**config.mk**
```make
export PLATFORM = sky130hd
export DESIGN_NAME = mem_burst_master
export DESIGN_NICKNAME = d
export VERILOG_FILES = /design/src/rtl/mem_burst_master.sv
export SDC_FILE = /design/constraint.sdc
export NUM_CORES = 1
export LEC_CHECK = 0
export BUFFER_PORTS_ARGS = -buffer_cell sky130_fd_sc_hd__buf_2
export CAP_MARGIN = 10
export CORE_MARGIN = 2
export CORE_UTILIZATION = 50
export CTS_CLUSTER_SIZE = 28
export DETAILED_ROUTE_END_ITERATION = 10
export PLACE_DENSITY_LB_ADDON = 0.25
export SYNTH_ARGS = -nofsm -noshare
export SYNTH_HDL_FRONTEND = slang
export SYNTH_SLANG_ARGS = --single-unit
```
**constraint.sdc**
```tcl
create_clock -name clock -period 3 [get_ports clock]
set_input_delay 0.15 -clock clock [delete_from_list [all_inputs] [get_ports clock]]
set_output_delay 0.15 -clock clock [all_outputs]
set_load 0.02 [all_outputs]
```
**src/rtl/mem_burst_master.sv**
```systemverilog
// Burst initiator for the data-memory port: takes one request, issues one beat per cycle,
// closes multi-word bursts with a flush beat, and returns read words as a registered stream.
module mem_burst_master #(
    parameter int ADDR_WIDTH = 32,
    parameter int DATA_WIDTH = 32
) (
    input  logic                  clock,
    input  logic                  reset,
    // Request handshake: a request transfers on a rising edge where req_valid=1 and req_ready=1.
    // req_ready is high only while idle; requests offered at other times are dropped, not queued.
    input  logic                  req_valid,
    output logic                  req_ready,
    input  logic                  req_rw,
    input  logic [ADDR_WIDTH-1:0] req_addr,
    input  logic [1:0]            req_size,
    input  logic [DATA_WIDTH-1:0] wr_data,
    output logic                  wr_ready,
    output logic [DATA_WIDTH-1:0] rd_data,
    output logic                  rd_valid,
    output logic                  done,
    output logic                  proto_err,
    output logic [ADDR_WIDTH-1:0] mem_address,
    output logic [DATA_WIDTH-1:0] mem_data_in,
    output logic [1:0]            mem_access_size,
    output logic                  mem_rw,
    output logic                  mem_enable,
    input  logic                  mem_busy,
    input  logic [DATA_WIDTH-1:0] mem_data_out,
    output logic [2:0]            dbg_state
);

    typedef enum logic [2:0] {
        S_IDLE,
        S_WRITE,
        S_READ,
        S_FLUSH,
        S_DRAIN,
        S_DONE
    } state_t;

    state_t                  r_state;
    logic                    r_rw;
    logic [ADDR_WIDTH-1:0]   r_base;
    logic [1:0]              r_size;
    logic [3:0]              r_k;
    logic [ADDR_WIDTH-1:0]   r_mem_address;
    logic [DATA_WIDTH-1:0]   r_mem_data_in;
    logic [1:0]              r_mem_access_size;
    logic                    r_mem_rw;
    logic                    r_mem_enable;
    logic [DATA_WIDTH-1:0]   r_rd_data;
    logic                    r_rd_valid;
    logic                    r_done;
    logic                    r_proto_err;
    // Two-stage trackers: read beats awaiting data, and burst beats awaiting the busy check
    logic                    r_rd_p0;
    logic                    r_rd_p1;
    logic                    r_chk0;
    logic                    r_chk1;

    logic [ADDR_WIDTH-1:0]   w_beat_addr;
    logic [3:0]              w_last_k;
    logic                    w_last;
    logic                    w_burst;

    always_comb begin
        w_last_k = 4'd0;
        case (r_size)
            2'b00:   w_last_k = 4'd0;
            2'b01:   w_last_k = 4'd3;
            2'b10:   w_last_k = 4'd7;
            default: w_last_k = 4'd15;
        endcase
    end

    assign w_beat_addr = r_base + {{(ADDR_WIDTH-6){1'b0}}, r_k, 2'b00};
    assign w_last      = (r_k == w_last_k);
    assign w_burst     = (r_size != 2'b00);

    always_ff @(posedge clock) begin
        if (reset) begin
            r_state           <= S_IDLE;
            r_rw              <= 1'b0;
            r_base            <= '0;
            r_size            <= 2'b00;
            r_k               <= 4'd0;
            r_mem_address     <= '0;
            r_mem_data_in     <= '0;
            r_mem_access_size <= 2'b00;
            r_mem_rw          <= 1'b0;
            r_mem_enable      <= 1'b0;
            r_rd_data         <= '0;
            r_rd_valid        <= 1'b0;
            r_done            <= 1'b0;
            r_proto_err       <= 1'b0;
            r_rd_p0           <= 1'b0;
            r_rd_p1           <= 1'b0;
            r_chk0            <= 1'b0;
            r_chk1            <= 1'b0;
        end else begin
            r_done     <= 1'b0;
            r_rd_valid <= 1'b0;
            r_rd_p0    <= 1'b0;
            r_chk0     <= 1'b0;
            r_rd_p1    <= r_rd_p0;
            r_chk1     <= r_chk0;
            if (r_rd_p1) begin
                r_rd_valid <= 1'b1;
                r_rd_data  <= mem_data_out;
            end
            // Busy is checked one edge after the responder sampled a non-final burst beat
            if (r_chk1 && !mem_busy) begin
                r_proto_err <= 1'b1;
            end
            case (r_state)
                S_IDLE: begin
                    r_mem_enable <= 1'b0;
                    if (req_valid) begin
                        r_rw    <= req_rw;
                        r_base  <= req_addr & ~ADDR_WIDTH'(3);
                        r_size  <= req_size;
                        r_k     <= 4'd0;
                        r_state <= req_rw ? S_READ : S_WRITE;
                    end
                end
                S_WRITE, S_READ: begin
                    r_mem_enable      <= 1'b1;
                    r_mem_rw          <= r_rw;
                    r_mem_address     <= w_beat_addr;
                    r_mem_access_size <= r_size;
                    if (r_rw) begin
                        r_rd_p0 <= 1'b1;
                    end else begin
                        r_mem_data_in <= wr_data;
                    end
                    r_chk0 <= w_burst && !w_last;
                    if (w_last) begin
                        if (w_burst) begin
                            r_state <= S_FLUSH;
                        end else begin
                            r_state <= r_rw ? S_DRAIN : S_DONE;
                        end
                    end else begin
                        r_k <= r_k + 4'd1;
                    end
                end
                S_FLUSH: begin
                    // Address, size and rw hold their last-beat values for the flush beat
                    r_mem_enable <= 1'b1;
                    r_state      <= r_rw ? S_DRAIN : S_DONE;
                end
                S_DRAIN: begin
                    r_mem_enable <= 1'b0;
                    if (!r_rd_p0) begin
                        r_state <= S_DONE;
                    end
                end
                S_DONE: begin
                    r_mem_enable <= 1'b0;
                    r_done       <= 1'b1;
                    r_state      <= S_IDLE;
                end
                default: begin
                    r_mem_enable <= 1'b0;
                    r_state      <= S_IDLE;
                end
            endcase
        end
    end

    assign req_ready       = (r_state == S_IDLE);
    assign wr_ready        = (r_state == S_WRITE);
    assign rd_data         = r_rd_data;
    assign rd_valid        = r_rd_valid;
    assign done            = r_done;
    assign proto_err       = r_proto_err;
    assign mem_address     = r_mem_address;
    assign mem_data_in     = r_mem_data_in;
    assign mem_access_size = r_mem_access_size;
    assign mem_rw          = r_mem_rw;
    assign mem_enable      = r_mem_enable;
    assign dbg_state       = r_state;

endmodule

```
; Yosys cells after proc, flatten, opt, wreduce, memory -nomap -nowiden
; Index checks and enable logic that the tools add are counted.
[op_classes]
n_reduce_logical = 15
add_sub_neg = 2
bitwise = 2
eq_ne = 12
muxes = 15
[ops]
columns = op, count
row1 = $add 32x6->32, 1
row2 = $mux 3, 4
row3 = $pmux 3 s4, 1
row4 = $pmux 4 s3, 1
row5 = $mux 4, 2
row6 = $ne 2x2->1 const B, 4
row7 = $pmux 4 s2, 1
row8 = $eq 3x2->1 const B, 2
row9 = $eq 3x3->1 const B, 2
row10 = $reduce_and 3->1, 2
row11 = $mux 1, 5
row12 = $add 4x1->4 const B, 1
row13 = $eq 4x4->1, 1
row14 = $reduce_and 2->1, 2
row15 = $reduce_bool 2->1, 2
row16 = $reduce_or 2->1, 2
row17 = $eq 3x1->1 const B, 1
row18 = $logic_not 3->1, 1
row19 = $reduce_or 3->1, 1
row20 = $eq 2x1->1 const B, 1
row21 = $eq 2x2->1 const B, 1
row22 = $logic_and 1x1->1, 2
row23 = $logic_not 1->1, 2
row24 = $logic_not 2->1, 1
row25 = other kinds (2), 3
[totals]
regBits = 147
inputBits = 103
out_inout_bits = 108

; Longest topological paths before layout
[depth]
depth_word = 5
mapped_depth = 8
ltp_nobuf = 7

; Least setup slack after synthesis
; Ideal clock, no wire load.
[synth_timing]
kind = reg2reg
from = reg r_k[0]
to = reg r_mem_address[28], in the netlist mem_address[28]
required_time_ns = 2.870
arrival_time_ns = 1.910
path_stages_with_launch = 9
setup_slack_ns = 0.959
n_path_buf = 1
setup_ns = 0.130
period_less_slack_ns = 2.041
path_cell_list = dfxtp_1 -> ha_1 -> fa_1 -> a211oi_1 -> or2_2 -> buf_6 -> nor4_2 -> xnor2_1 -> o31ai_1
[synth_between]
elab_chain_len = 1
[synth_lines]
columns = item, line_no
row1 = from (decl), 45  ; logic [3:0] r_k;
row2 = from (signal assigned), 144  ; r_k <= r_k + 4'd1;
row3 = $add 32x6->32, 76  ; assign w_beat_addr = r_base + {{(ADDR_WIDTH-6){1'b0}}, r_k, 2'b00};
row4 = to (signal assigned), 129  ; r_mem_address <= w_beat_addr;
row5 = to (decl), 46  ; logic [ADDR_WIDTH-1:0] r_mem_address;
; No other way between the ends.
; A chain may end at the register's enable or synchronous reset.

; Worst setup path in the final report
[layout_timing]
from = reg r_k[0]
to = reg r_mem_address[22], in the netlist mem_address[22]
; The elaborated chain is that of the path after synthesis.

==> impl_metrics.yaml <==
clock_tree:
  clock-sinks: 145
  htree_num_levels: 4
  cts-hold-fix-buffers: 96
  post-cts-setup-buffers: 0
  clk_pin_slew_ps: 50
  ctsResizeCount: 0
  cts_buffers: 17
  clk_latency_ps: 420
  tritoncts: "done"
  clockBufferDepth: 2
  cts_root_buffer: "clkbuf_16"
flow_run:
  maxCapViolations: 0
pwr:
  p_leak_nw: 3.60
  switching_power_mw: 3.03
  p_clk_frac: 0.255
  combinationalPowerShare: 0.380
  intPower_mw: 4.63
  swShare: 0.395
  p_per_area_nw_per_um2: 900
  seqPwrFrac: 0.365
  peakVddDrop_uv: 424
place:
  io_buffers: 206
  gp_congestion: 0.810
  hpwlAfterDp_mm: 10.6
sta:
  fmax_mhz: 432
  tightest_slew_ps: 1060
  period_share: 0.772
  slew_viol_final: 0
  tns_ps: 0
  rsz0062_at_grt: "no"
  setup_viol: 0
  skew_ps: 8.89
  finalHoldViolCount: 0
  max_slew_margin: 0.290
  fin_crit_ps: 2310
floorplan:
  ios: 211
  start_util: 0.515
  rows: 39
  dieArea_um2: 12800
  die_h_um: 113
  core_area_um2: 11500
  die_w_um: 113
critical_path:
  slowest_delay_ps: 430
  crit_path_cell_trace: "ha_1, fa_1, a211oi_1, or2_2, nor3_1, xnor2_1, a211oi_1"
  cp-end-kind: "flip-flop"
  path_common_cell: "a211oi_1"
  cp-start-kind: "flip-flop"
  arrival_ps: 2630
  critPathSlowestCell: "fa_1"
  path_class: "reg -> reg"
  required_ps: 3310
  worstPathMaxFanout: 11
routing:
  vias: 5932
  viasPerCell: 5.24
  drc: 11
  first_pass_iters: 7
  drt-initial-drc-count: 384
  final_antenna_net_count: 0
  wl_per_cell_um: 15.3
  finalWirelength_mm: 17.3
grt:
  grt_use_total: 0.272
  grt_pass1_vias: 5794
  antenna_found_initial: 0
  grt_pass1_wl_mm: 27.9
  grt_max_degree: 85
  overflow: 0
finish:
  fin_util: 0.739
  diodes: 0
  fill_cells: 853
  finalNetCount: 1087
  drive_gt1_frac: 0.259
  regArea_um2: 2900
  synthToLayoutAreaGrowth_pct: 43.3
  multiInputGateArea_um2: 2810
  final_common_cell: "buf_2"
  layout_common_cells: "buf_2 (205), nand2_1 (157), dfxtp_1 (144)"
yosys:
  syn_inst: 699
  netlist_area_um2: 5940
  synthDistinctLibCells: 51
  ys_ff_latch: 145
  synth_top_flop_cell: "dfxtp_1"
  yosysWarningCount: 0
  synth-async-reset-ratio: 0
  synth_edf_count: 0
  avgSynthCellArea_um2: 8.49
  seq_area_frac_synth: 0.489
run_status:
  status: "finished with violations"
  violations: "design-rule violations"
worst_hold_path:
  min_path_type: "in -> reg"
## worst max-delay path, delay by kind of cell, from the launching register on
family / cells / cell delay [ps]
AOI/OAI and AO/OA: 2 / 540
xor gates and xnor gates: 1 / 140
and+or+nand+nor: 2 / 460
adders and majority gates: 2 / 690
DFF: 1 / 390
## flip-flops by register name (all words and copies together) (netlist names), 2 cells and up
| register | cells |
|---|---|
| dbg_state | 3 |
| mem_address | 30 |
| r_base | 30 |
| rd_data | 32 |
| r_k | 4 |
| r_size | 2 |
| mem_data_in | 32 |
| mem_access_size | 2 |
## metrics by stage
| step | setup WS, ps | instances | area, um^2 | hold WS (ps) | total power, mW |
|---|---|---|---|---|---|
| 6_report | 685 | 1131 | 8510 | 19.4 | 7.66 |
| 5_1_grt | 491 | 1131 | 8510 | 20.4 | 8.13 |
| 2_1_floorplan | 959 | 700 | 5940 | 286 | 4.74 |
| 4_1_cts | 680 | 1131 | 8510 | 3.55 | 7.67 |
| 3_3_place_gp | 794 | 1006 | 7000 | 383 | 5.51 |
| 3_5_place_dp | 722 | 1006 | 7000 | 396 | 5.61 |
## logic make-up (layout without fill, tap and decap cells)
logic type      Yosys count  count (layout)  synth area share
other cells               1               2          0.000632
mux                      35              35            0.0590
flops                   145             145             0.489
compound gates          131             131             0.131
buf+inv                  56             344            0.0403
xor+xnor                 24              24            0.0354
simple gates            301             301             0.231
fa+ha+maj                 6               6            0.0139
## cell type report
cell class / instances / share of cell area
flip-flops and latches: 145 / 0.341
multi-input cells: 499 / 0.330
repair buffers: 310 / 0.241
clock buffers: 22 / 0.0569
well taps: 143 / 0.0210
clock inverters: 7 / 0.00706
inverters: 5 / 0.00221
## cells in the mapped netlist (5+ instances only)
library cell	instances	share of area
a211oi_1	21	0.027
a21oi_1	85	0.072
and3_1	6	0.0063
buf_2	5	0.0042
clkbuf_1	38	0.024
dfxtp_1	145	0.49
ha_1	5	0.011
inv_1	5	0.0032
mux2i_1	35	0.059
nand2_1	157	0.099
nand3_1	15	0.013
nor2_1	66	0.042
nor3_1	18	0.015
nor4_1	7	0.0074
o21ai_0	6	0.0051
xnor2_1	20	0.030
## path summary, 6_finish.rpt
kind                  startpoint                            to  slack (ps)  depth (start not counted)
max          r_k[0]$_SDFFE_PP0P_  mem_address[22]$_SDFFE_PP0P_         690                          7
min                  req_addr[4]        r_base[4]$_SDFFE_PP0P_          20                          3
max reg2reg  r_k[0]$_SDFFE_PP0P_  mem_address[22]$_SDFFE_PP0P_         690                          7
min reg2reg    r_chk0$_SDFF_PP0_             r_chk1$_SDFF_PP0_         450                          1
## routing by layer
layer  track usage  up-vias  part of all wire
li1              -     2933                 -
met1         0.318     2718              0.41
met2         0.467      227              0.49
met3        0.0718       54             0.066
met4         0.131        0             0.033
met5             0        -                 0
## power groups by stage
stage | combinational [mW] | sequential (mW) | clock [mW]
2_1_floorplan | 1.57 | 3.17 | 0
3_3_place_gp | 2.72 | 2.79 | 0
3_5_place_dp | 2.79 | 2.82 | 0
4_1_cts | 2.89 | 2.78 | 1.99
5_1_grt | 3.21 | 2.86 | 2.06
6_report | 2.91 | 2.79 | 1.95
(Power assumes the default switching activity.)
